**src/rtl/store_buffer.sv**
```systemverilog
// In-order store buffer: queues committed stores, drains them as lane-aligned
// word writes with byte strobes, and flags loads that hit a buffered word.
module store_buffer #(
    parameter int DEPTH = 4,
    parameter int CNT_W = $clog2(DEPTH + 1)
) (
    input  logic             clk,
    input  logic             rst,
    input  logic             st_valid,
    output logic             st_ready,
    input  logic [31:0]      st_addr,
    input  logic [31:0]      st_data,
    input  logic [1:0]       st_size,
    output logic             st_err,
    input  logic             flush,
    output logic             mem_wvalid,
    input  logic             mem_wready,
    output logic [31:0]      mem_waddr,
    output logic [31:0]      mem_wdata,
    output logic [3:0]       mem_wstrb,
    input  logic             ld_check,
    input  logic [31:0]      ld_addr,
    output logic             ld_hazard,
    output logic [CNT_W-1:0] count,
    output logic             empty,
    output logic             full
);

    localparam int PTR_W = $clog2(DEPTH);

    function automatic logic is_legal(input logic [1:0] size, input logic [1:0] off);
        case (size)
            2'd0:    is_legal = 1'b1;
            2'd1:    is_legal = (off[0] == 1'b0);
            2'd2:    is_legal = (off == 2'b00);
            default: is_legal = 1'b0;
        endcase
    endfunction

    function automatic logic [3:0] lane_strb(input logic [1:0] size, input logic [1:0] off);
        case (size)
            2'd0:    lane_strb = 4'b0001 << off;
            2'd1:    lane_strb = 4'b0011 << off;
            default: lane_strb = 4'b1111;
        endcase
    endfunction

    logic [29:0]      addr_r [DEPTH];
    logic [31:0]      data_r [DEPTH];
    logic [3:0]       strb_r [DEPTH];
    logic [PTR_W-1:0] head_r;
    logic [PTR_W-1:0] tail_r;
    logic [CNT_W-1:0] count_r;
    logic             err_r;

    logic             empty_s;
    logic             full_s;
    logic             ready_s;
    logic             acc_s;
    logic             legal_s;
    logic             enq_s;
    logic             deq_s;
    logic             hit_s;
    logic [PTR_W-1:0] rel_s;
    logic [1:0]       unused_ld_lsb_s;

    assign empty_s         = (count_r == {CNT_W{1'b0}});
    assign full_s          = (count_r == CNT_W'(DEPTH));
    assign ready_s         = !full_s && !flush;
    assign acc_s           = st_valid && ready_s;
    assign legal_s         = is_legal(st_size, st_addr[1:0]);
    assign enq_s           = acc_s && legal_s;
    assign deq_s           = !empty_s && mem_wready;
    assign unused_ld_lsb_s = ld_addr[1:0];

    // Pointer, occupancy and error-pulse state.
    always_ff @(posedge clk or negedge rst) begin
        if (!rst) begin
            head_r  <= {PTR_W{1'b0}};
            tail_r  <= {PTR_W{1'b0}};
            count_r <= {CNT_W{1'b0}};
            err_r   <= 1'b0;
        end else begin
            if (enq_s) tail_r <= tail_r + PTR_W'(1);
            if (deq_s) head_r <= head_r + PTR_W'(1);
            case ({enq_s, deq_s})
                2'b10:   count_r <= count_r + CNT_W'(1);
                2'b01:   count_r <= count_r - CNT_W'(1);
                default: count_r <= count_r;
            endcase
            err_r <= acc_s && !legal_s;
        end
    end

    // Entry payload is encoded to lane alignment at enqueue; no reset needed.
    always_ff @(posedge clk) begin
        if (enq_s) begin
            addr_r[tail_r] <= st_addr[31:2];
            data_r[tail_r] <= st_data << {st_addr[1:0], 3'b000};
            strb_r[tail_r] <= lane_strb(st_size, st_addr[1:0]);
        end
    end

    // An entry is live when its distance from head is below the occupancy.
    always_comb begin
        hit_s = 1'b0;
        rel_s = {PTR_W{1'b0}};
        for (int i = 0; i < DEPTH; i++) begin
            rel_s = PTR_W'(i) - head_r;
            if ((CNT_W'(rel_s) < count_r) && (addr_r[i] == ld_addr[31:2])) begin
                hit_s = 1'b1;
            end else begin
                hit_s = hit_s;
            end
        end
    end

    assign st_ready   = ready_s;
    assign st_err     = err_r;
    assign mem_wvalid = !empty_s;
    assign mem_waddr  = {addr_r[head_r], 2'b00};
    assign mem_wdata  = data_r[head_r];
    assign mem_wstrb  = strb_r[head_r];
    assign ld_hazard  = ld_check && hit_s;
    assign count      = count_r;
    assign empty      = empty_s;
    assign full       = full_s;

endmodule

```
**config.mk**
```make
export PLATFORM = sky130hd
export DESIGN_NAME = store_buffer
export DESIGN_NICKNAME = d
export VERILOG_FILES = /design/src/rtl/store_buffer.sv
export SDC_FILE = /design/constraint.sdc
export NUM_CORES = 1
export LEC_CHECK = 0
export ABC_AREA = 1
export CAP_MARGIN = 20
export CORE_ASPECT_RATIO = 1.75
export CORE_MARGIN = 2
export CORE_UTILIZATION = 50
export DETAILED_ROUTE_END_ITERATION = 12
export PLACE_DENSITY = 0.74
export REMOVE_ABC_BUFFERS = 1
export SETUP_SLACK_MARGIN = 0.02
export SLEW_MARGIN = 20
export SYNTH_ARGS = -nofsm -noshare
export SYNTH_HDL_FRONTEND = slang
export SYNTH_SLANG_ARGS = --single-unit
```
**constraint.sdc**
```tcl
create_clock -name clk -period 7.2 [get_ports clk]
set_input_delay 1.44 -clock clk [delete_from_list [all_inputs] [get_ports clk]]
set_output_delay 1.44 -clock clk [all_outputs]
set_load 0.01 [all_outputs]
```
### Word-level counts from Yosys, hierarchy flattened

Memories as Yosys holds them, arrays and structs flattened.
Index checks and enable logic that the tools add are counted.
W data, S select, Z words.

* bits in registers: 8
* memories kept: 3
* input bits: 104
* output and inout port bits: 77
* ROM bits: 0
* latch bits: 0
* RAM bits: 264

* mux-type cells: 10
* multipliers: 0
* div/mod/pow operators: 0
* $add $sub $neg: 8
* magnitude comparators: 4
* reductions and logical operators: 18
* shift operators: 3
* eq/ne operators: 9
* bitwise gates (word level): 1

Memories
* data_r: words 4, width 32, read ports 1, clocked after Yosys merged registers in 0, write ports 1, RTL line 49 `logic [31:0] data_r [DEPTH];`
* addr_r: words 4, width 30, read ports 5, clocked after Yosys merged registers in 0, write ports 1, RTL line 48 `logic [29:0] addr_r [DEPTH];`
* strb_r: words 4, width 4, read ports 1, clocked after Yosys merged registers in 0, write ports 1, RTL line 50 `logic [3:0] strb_r [DEPTH];`

Operators by type and width (number)
* $eq A30 B30 Y1: 4
* $shl A32 B5 Y32: 1
* $lt A2 B3 Y1: 4
* $logic_and A1 B1 Y1: 10
* $pmux W4 S2: 1
* $mux W1: 6
* $pmux W3 S2: 1
* $add A2 B1 Y2 const B: 2
* $eq A2 B1 Y1 const B: 2
* $eq A2 B2 Y1 const B: 2
* $logic_not A1 Y1: 4
* $logic_not A2 Y1: 2
* $mux W4: 1
* $shl A1 B2 Y4 const A: 1
* $shl A2 B2 Y4 const A: 1
* $sub A1 B2 Y2 const A: 2
* $sub A2 B2 Y2 const A: 2
* $add A3 B1 Y3 const B: 1
* $eq A3 B3 Y1 const B: 1
* $logic_not A3 Y1: 1
* $pmux W1 S3: 1
* $sub A3 B1 Y3 const B: 1
* $reduce_bool A2 Y1: 1
* $not A1 Y1: 1

### Logic depth before layout (Yosys ltp)

Gate-level depths: netlist (run 1).

* depth after elaboration: 8
* gate-level depth with buffers: 16

### Worst setup path after synthesis (run 1)

Ideal clock, no wire load.

* kind: input-to-reg
* start point: in st_addr[1]
* end point: mem addr_r[0][0] (enable)
* path slack: 1.941 ns
* data arrival time: 4.769 ns
* library setup time: 0.491 ns
* cell stages on the path: 5
* cells stage by stage: nor2_4 > inv_2 > o21ai_4 > nand3_4 > nor2_1

* cells in the longest elaborated chain, start to end: 5

RTL lines
* from (decl): RTL line 11 `input logic [31:0] st_addr,`
* $logic_not A2 Y1: RTL line 35 `2'd2: is_legal = (off == 2'b00);`
* $pmux W1 S3: RTL line 32 `case (size)`
* $logic_and A1 B1 Y1: RTL line 72 `assign enq_s = acc_s && legal_s;`
* $mux W1: RTL line 97 `if (enq_s) begin`
* $mux W1 (not written as such): RTL line 98 `addr_r[tail_r] <= st_addr[31:2];`
* to (decl): RTL line 48

No other way between the ends.

### Worst setup path in the final report (run 1)

* start point: reg head_r[0]
* end point: out ld_hazard

* cells in the longest elaborated chain, start to end: 8

RTL lines
* from (decl): RTL line 51 `logic [PTR_W-1:0] head_r;`
* from (signal assigned): RTL line 79 `head_r <= {PTR_W{1'b0}};`
* from (signal assigned): RTL line 85 `if (deq_s) head_r <= head_r + PTR_W'(1);`
* $sub A1 B2 Y2: RTL line 109 `rel_s = PTR_W'(i) - head_r;`
* $lt A2 B3 Y1: RTL line 110 `if ((CNT_W'(rel_s) < count_r) && (addr_r[i] == ld_addr[31:2])) begin`
* $logic_and A1 B1 Y1: RTL line 110
* $mux W1 (3 in series): RTL line 110
* $mux W1 *: RTL line 110
* $logic_and A1 B1 Y1 *: RTL line 124 `assign ld_hazard = ld_check && hit_s;`
* to (decl): RTL line 23 `output logic ld_hazard,`

Mark *: on every way between the ends. The rest lies on a longest branch, timed or not.

==> metrics.md, run 1 <==
| Metric | Value |
|---|---|
| Commonest cells in the synthesized netlist | 264 x sky130_fd_sc_hd__edfxtp_1, 168 x sky130_fd_sc_hd__nand2_1, 142 x sky130_fd_sc_hd__nand3_1, 79 x sky130_fd_sc_hd__nor2_1, 73 x sky130_fd_sc_hd__a22oi_1 |
| Sinks on the clock net | 272 |
| Estimated wirelength of the detail-placed design | 19,400 um |
| Post-layout power | 5041 uW |
| Ordered list of cells on the worst path | buf_4, inv_2, nor2_4, inv_1, nand2_1, inv_1, ha_1, a31oi_1, nand3_1, nor2_1, nand3_1, nand2_1, nor2_1, nor2_1, clkdlybuf4s50_1 |
| Mean area per synthesized cell | 11.93 um^2 |
| Post-route ant nets | 0 |
| Cell chosen for the clock root | sky130_fd_sc_hd__clkbuf_16 |
| Global-route wire length before repair | 45,520 um |
| Data required time of the worst path | 5.76 ns |
| Arrival time of the worst setup path | 3.73 ns |
| Share of the synthesized area in the top cell type | 64.36% |
| Number of hold violations in the final report | 0 |
| Peak-usage layer in the global routing report | met2 |
| Number of flops mapped to enable cells by yosys | 264 |
| Transition time of the tightest slew-check pin | 1.054 ns |
| Most frequently used cell type in the post-synthesis netlist | sky130_fd_sc_hd__edfxtp_1 |
| Cell types occupying the most area after synthesis | sky130_fd_sc_hd__edfxtp_1 64%, sky130_fd_sc_hd__nand3_1 5.8%, sky130_fd_sc_hd__nand2_1 5.1% |
| Met3 usage in global routing | 3.152% |
| Main flop type after synthesis | sky130_fd_sc_hd__edfxtp_1 |
| Layout-stage area growth over the synthesis result | 22.57% |
| Nets | 1,303 |
| Maximum cell stage delay along the critical path | 0.76 ns |
| Via count of the routed design | 8,377 |
| Mapped cell area | 12,320 um^2 |
| Maximum clock rate | 193.5 MHz |
| Worst skew pair latency | 0.52 ns |
| Syn Inst Count | 1,032 |
| Met2 layer usage reported by global route | 45.00% |
| Normalized max-slew margin | 29.58% |
| Number of vias per cell after detailed routing | 5.508 |
| Critical path's most frequent cell | sky130_fd_sc_hd__nor2_1 |
| Area enclosed by the die boundary | 25,950 um^2 |
| Critical-path cell with the highest stage delay | sky130_fd_sc_hd__buf_4 |
| Critical Path Sink Type | output port |
| Die W | 122.6 um |
| H-tree depth | 1 |
| Via count of the first global-routing pass | 8,575 |
| GRT Total Usage | 23.23% |
| Share of layout cells above drive strength 1 | 5.634% |
| Row cnt | 76 |
| Worst reg2reg path startpoint | count[2] |
| Lkg Pwr | 0.005278 uW |
| Vert. Die Dim | 211.6 um |
| Final setup violation count | 0 |
| Worst path top cell family by delay | buffers and inverters |
| Unrepaired setup endpoints after global routing | false |
| First DRT Iteration DRCs | 492 |
| Hold bufs inserted after CTS | 0 |
| Final GP Congestion | 0.8431 |
| Peak VDD IR | 0.2714 mV |
| Number of max-cap violations | 0 |
| Final Slew Violations | 0 |
| Reg clk slew, reported paths | 0.06 ns |
| Sequential area share after synthesis | 65.99% |
| Largest net degree at the start of global routing | 68 |
| Worst min-delay path class | reg2reg |
| Starting density of the core | 50.40% |
| Max Buffers Root-to-Sink | 3 |
| Startpoint of the tightest hold check path | count[1] |
| DRC errors left | 0 |
| Clock Skews | 0.01571 ns |
| First drt pass iteration count | 5 |
| Floorplan core area | 24,440 um^2 |
| Global-route congestion overflow total | 0 |
| Number of antenna violations at the first check in global routing | 4 |
| Total power divided by cell area | 333.9 nW/um^2 |
| Buffer count from post-CTS setup fixing | 0 |
| Largest driver fanout on the critical path | 67 |
| Number of warnings printed during yosys synthesis | 0 |
| Post-CTS resize count | 0 |
| Global Route met1 Usage | 25.14% |
| Total Wirelength | 30,110 um |
| Dominant cell type by area after synthesis | sky130_fd_sc_hd__edfxtp_1 |
| Io pins | 181 |
| Share of the cycle needed by the critical path after routing | 71.79% |
| Worst setup path startpoint | head_r[0] |
| Critical path class | reg2out |
| Total of flip-flops plus latches after synthesis | 272 |
| Number of buffer and inverter instances along the worst setup path | 5 |
| Share of flip-flops with an asynchronous set or reset | 2.941% |
| Fin crit period | 5.169 ns |
| Number of distinct library cell variants in the gate-level netlist after synthesis | 33 |
| Final setup TNS | 0 ns |
| Number of buffers inserted during clock tree synthesis | 24 |
| TritonCTS clock tree | yes |
| Startpoint types | flop |
| Final routed wire length divided by cell count | 19.80 um |
| Run status | finished clean |
| Count of port buffers added during placement | 176 |
==> path summary, 6_finish.rpt <==
path / to / slack, ns / cells after the start
setup reg to reg: data_r[0][0] / 4.43 / 6
hold / removal: count[1] / 0.61 / 2
setup / recovery: ld_hazard / 2.03 / 15
min in group asynchronous: st_err / 1.22 / 1
hold reg to reg: count[1] / 0.61 / 2
max in group asynchronous: head_r[0] / 5.64 / 1
==> per-layer routing <==
metal | wire (um) | share of wire, %
met5 | 31 | 0.10
met3 | 1724 | 5.7
met4 | 960 | 3.2
met2 | 16810 | 56
met1 | 10580 | 35
==> cells by family after synthesis <==
logic type               count (synthesis)  synth area share (%)
adder cells (fa/ha/maj)                 10                 1.077
AO/OA/AOI/OAI                          109                 6.197
AND/OR/NAND/NOR                        409                 14.54
buffers and inverters                  121                 4.348
XOR/XNOR                               110                 7.822
other                                    1               0.03045
flip-flops                             272                 65.99
==> state kept, by name, indices dropped and copies added, names as in the netlist <==
name and count:
data_r 128, addr_r 120, strb_r 16, count 3, head_r 2, tail_r 2, st_err 1
==> power by group <==
part / switching (uW) / leakage, uW / internal (uW)
sequential: 89.1 / 0.00249 / 1840
combinational: 1060 / 0.00243 / 819
clock: 539 / 0.000358 / 695
total: 1680 / 0.00528 / 3360
==> area by class of cell <==
type,count,area (um^2)
timing repair buffer,191,1887
fill,1882,9341
clock inverter,8,65.06
tap,312,390.4
multi-input combinational,640,3707
inverter,60,225.2
sequential,272,8130
antenna,2,5.005
clock buffer,36,686.9
==> cells in the final DEF, fill, tap and decap left out, types with 2 or more instances in the layout <==
master                            count
sky130_fd_sc_hd__xnor2_1             68
sky130_fd_sc_hd__o211ai_1             5
sky130_fd_sc_hd__ha_1                 9
sky130_fd_sc_hd__nor3_1               2
sky130_fd_sc_hd__dfrtp_1              6
sky130_fd_sc_hd__o21ai_0             21
sky130_fd_sc_hd__conb_1               2
sky130_fd_sc_hd__edfxtp_1           264
sky130_fd_sc_hd__nor2_4              10
sky130_fd_sc_hd__nand4_1             11
sky130_fd_sc_hd__a22oi_1             73
sky130_fd_sc_hd__clkbuf_16           25
sky130_fd_sc_hd__inv_2                6
sky130_fd_sc_hd__nor2_1              73
sky130_fd_sc_hd__dfrtp_2              2
sky130_fd_sc_hd__clkbuf_1             9
sky130_fd_sc_hd__diode_2              2
sky130_fd_sc_hd__xor2_1              42
sky130_fd_sc_hd__clkinv_1             4
sky130_fd_sc_hd__clkbuf_8             2
sky130_fd_sc_hd__clkdlybuf4s50_1    176
sky130_fd_sc_hd__nand3_1            142
sky130_fd_sc_hd__clkinvlp_4           2
sky130_fd_sc_hd__nand2_1            168
sky130_fd_sc_hd__a21oi_1              5
sky130_fd_sc_hd__inv_1               54
sky130_fd_sc_hd__buf_4               14
==> through the flow <==
stage | util (%) | instances | cell area [um^2] | hold slack, ns | worst slack, ns
finish | 61.78 | 1521 | 15100 | 0.6082 | 2.031
global route | 61.78 | 1521 | 15100 | 0.6389 | 1.790
CTS | 61.76 | 1519 | 15090 | 0.6032 | 2.042
detailed placement | 58.68 | 1475 | 14340 | 0.5884 | 2.236
global placement | 58.68 | 1475 | 14340 | 0.5854 | 2.244
floorplan | - | 972 | 12010 | 0.5566 | 1.057
==> worst register-to-register path, cell delays in order (launching register included) <==
cell,delay (ns)
sky130_fd_sc_hd__dfrtp_1,0.45
sky130_fd_sc_hd__inv_2,0.17
sky130_fd_sc_hd__nor3_2,0.06
sky130_fd_sc_hd__nor2_1,0.27
sky130_fd_sc_hd__nand3_4,0.24
sky130_fd_sc_hd__nor2_4,0.86
sky130_fd_sc_hd__buf_12,0.35
No activity file was read; power rests on OpenSTA's default activity.
==> inputs of run 2 (changes only) <==
==> constraint.sdc (replaced) <==
create_clock -name clk -period 5.2 [get_ports clk]
set_input_delay 1.04 -clock clk [delete_from_list [all_inputs] [get_ports clk]]
set_output_delay 1.04 -clock clk [all_outputs]
set_load 0.01 [all_outputs]
==> metrics.md, run 2 (synthesized netlist as in run 1, its figures left out) <==
| Metric | Value |
|---|---|
| Number of antenna violations at the first check in global routing | 3 |
| Total power divided by cell area | 457.0 nW/um^2 |
| Post-route ant nets | 0 |
| Lkg Pwr | 0.005281 uW |
| Unrepaired setup endpoints after global routing | false |
| Reg clk slew, reported paths | 0.06 ns |
| Largest driver fanout on the critical path | 32 |
| Global-route wire length before repair | 44,880 um |
| DRC errors left | 0 |
| Via count of the routed design | 8,388 |
| Critical path class | reg2out |
| Total Wirelength | 29,590 um |
| Seq. cell area | 8130 um^2 |
| Transition time of the tightest slew-check pin | 0.9409 ns |
| Area enclosed by the die boundary | 25,950 um^2 |
| Critical Path Sink Type | output port |
| Number of max-cap violations | 0 |
| Post-CTS resize count | 0 |
| Largest regs | data_r (128), addr_r (120), strb_r (16) |
| Final setup TNS | 0 ns |
| Cell chosen for the clock root | sky130_fd_sc_hd__clkbuf_16 |
| Placed cell areas | 14,350 um^2 |
| Final Slew Violations | 0 |
| Final GP Congestion | 0.8474 |
| Sinks on the clock net | 272 |
| Normalized max-slew margin | 37.28% |
| Global-route congestion overflow total | 0 |
| Total instance count after detailed placement | 1,478 |
| Peak VDD IR | 0.3060 mV |
| GRT Total Usage | 22.98% |
| Estimated wirelength of the detail-placed design | 19,590 um |
| Share of the cycle needed by the critical path after routing | 87.69% |
| Worst skew pair latency | 0.51 ns |
| Final-layout fill cell count | 1,908 |
| Hold bufs inserted after CTS | 0 |
| Arrival time of the worst setup path | 3.52 ns |
| Die W | 122.6 um |
| Final routed wire length divided by cell count | 19.47 um |
| Clock Skews | 0.009975 ns |
| Setup ws final | 0.6401 ns |
| Startpoint types | flop |
| Final instance count without filler cells | 1,520 |
| Number of vias per cell after detailed routing | 5.518 |
| Worst slack after detailed placement | 1.024 ns |
| Worst min-delay path class | reg2reg |
| Run status | finished clean |
| Largest net degree at the start of global routing | 66 |
| H-tree depth | 1 |
| Io pins | 181 |
| Vert. Die Dim | 211.6 um |
| Final setup violation count | 0 |
| Number of hold violations in the final report | 0 |
| Nets | 1,305 |
| Post-layout power | 6881 uW |
| Share of layout cells above drive strength 1 | 6.214% |
| Max Buffers Root-to-Sink | 3 |
| TritonCTS clock tree | yes |
| Post-route cell area | 15,060 um^2 |
| Starting density of the core | 50.40% |
| First DRT Iteration DRCs | 408 |
| Row cnt | 76 |
| Fin crit period | 4.560 ns |
| Area of the multi-input gates | 3707 um^2 |
| Number of buffers inserted during clock tree synthesis | 23 |
| Register with the highest flop count | data_r |
| Data required time of the worst path | 4.16 ns |
| Via count of the first global-routing pass | 8,589 |
| Most common cell after layout, fill and taps aside | sky130_fd_sc_hd__edfxtp_1 |
| Buffer count from post-CTS setup fixing | 0 |
| Layout-stage area growth over the synthesis result | 22.26% |
| Most used cells in the layout excluding fill and tap cells | 264 x sky130_fd_sc_hd__edfxtp_1, 176 x sky130_fd_sc_hd__clkdlybuf4s50_1, 168 x sky130_fd_sc_hd__nand2_1 |
| Floorplan core area | 24,440 um^2 |
| Count of port buffers added during placement | 176 |
| Max reg flops | 128 |
| Maximum clock rate | 219.3 MHz |
| First drt pass iteration count | 4 |
run 2: changes by cell type in the layout (fill, tap and decap cells not counted):
cell	change
sky130_fd_sc_hd__clkbuf_1	-6
sky130_fd_sc_hd__clkinv_2	+6
sky130_fd_sc_hd__buf_4	+4
sky130_fd_sc_hd__clkbuf_16	-2
sky130_fd_sc_hd__buf_12	-1
sky130_fd_sc_hd__clkinv_1	-1
sky130_fd_sc_hd__diode_2	-1
run 2: per-layer routing:
metal / vias to the layer above / track usage [%] / routed length, um
met5: - / 0 / 31
met4: 4 / 9.830 / 1143
met3: 75 / 3.233 / 1579
met2: 285 / 44.37 / 16600
met1: 4063 / 24.11 / 10240
li1: 3961 / - / -
run 2: area by class of cell:
type | instances | area share, %
Antenna cell | 1 | 0.01662
Clock buffer | 28 | 4.080
Clock inverter | 13 | 0.6066
Inverter | 60 | 1.496
Multi-Input combinational cell | 640 | 24.62
Sequential cell | 272 | 53.99
Tap cell | 312 | 2.592
Timing Repair Buffer | 194 | 12.60
run 2: critical path, stage by stage, from the launching register on:
cell and delay [ns]:
sky130_fd_sc_hd__dfrtp_2 0.93, sky130_fd_sc_hd__inv_2 0.15, sky130_fd_sc_hd__nor2_4 0.12, sky130_fd_sc_hd__inv_1 0.08, sky130_fd_sc_hd__nand2_1 0.12, sky130_fd_sc_hd__inv_1 0.06, sky130_fd_sc_hd__ha_1 0.27, sky130_fd_sc_hd__a31oi_1 0.20
sky130_fd_sc_hd__nand3_1 0.14, sky130_fd_sc_hd__nor2_1 0.13, sky130_fd_sc_hd__nand3_1 0.09, sky130_fd_sc_hd__nand2_1 0.06, sky130_fd_sc_hd__nor2_1 0.05, sky130_fd_sc_hd__nor2_1 0.08, sky130_fd_sc_hd__clkdlybuf4s50_1 0.54
run 2: final timing paths:
path / from / end / slack, ns / cells past startpoint
setup / recovery: head_r[1] / ld_hazard / 0.64 / 14
hold / removal: count[1] / count[1] / 0.60 / 2
setup reg to reg: count[2] / count[2] / 2.99 / 10
hold reg to reg: count[1] / count[1] / 0.60 / 2
max in group asynchronous: rst / head_r[0] / 4.08 / 1
min in group asynchronous: rst / st_err / 0.81 / 1
run 2: stage by stage:
stage / utilization, % / hold WS, ns
after global placement: 58.72 / 0.5672
after floorplan: - / 0.5566
after CTS: 61.61 / 0.5926
after global routing: 61.62 / 0.6362
after detailed placement: 58.72 / 0.5791
final: 61.62 / 0.5953
run 2: power by group:
| part | total, uW | switching [uW] | leakage [uW] | internal [uW] |
|---|---|---|---|---|
| registers | 2680 | 129 | 0.00249 | 2550 |
| clock network | 1610 | 716 | 0.000348 | 891 |
| logic | 2590 | 1460 | 0.00245 | 1140 |
| total | 6880 | 2300 | 0.00528 | 4580 |
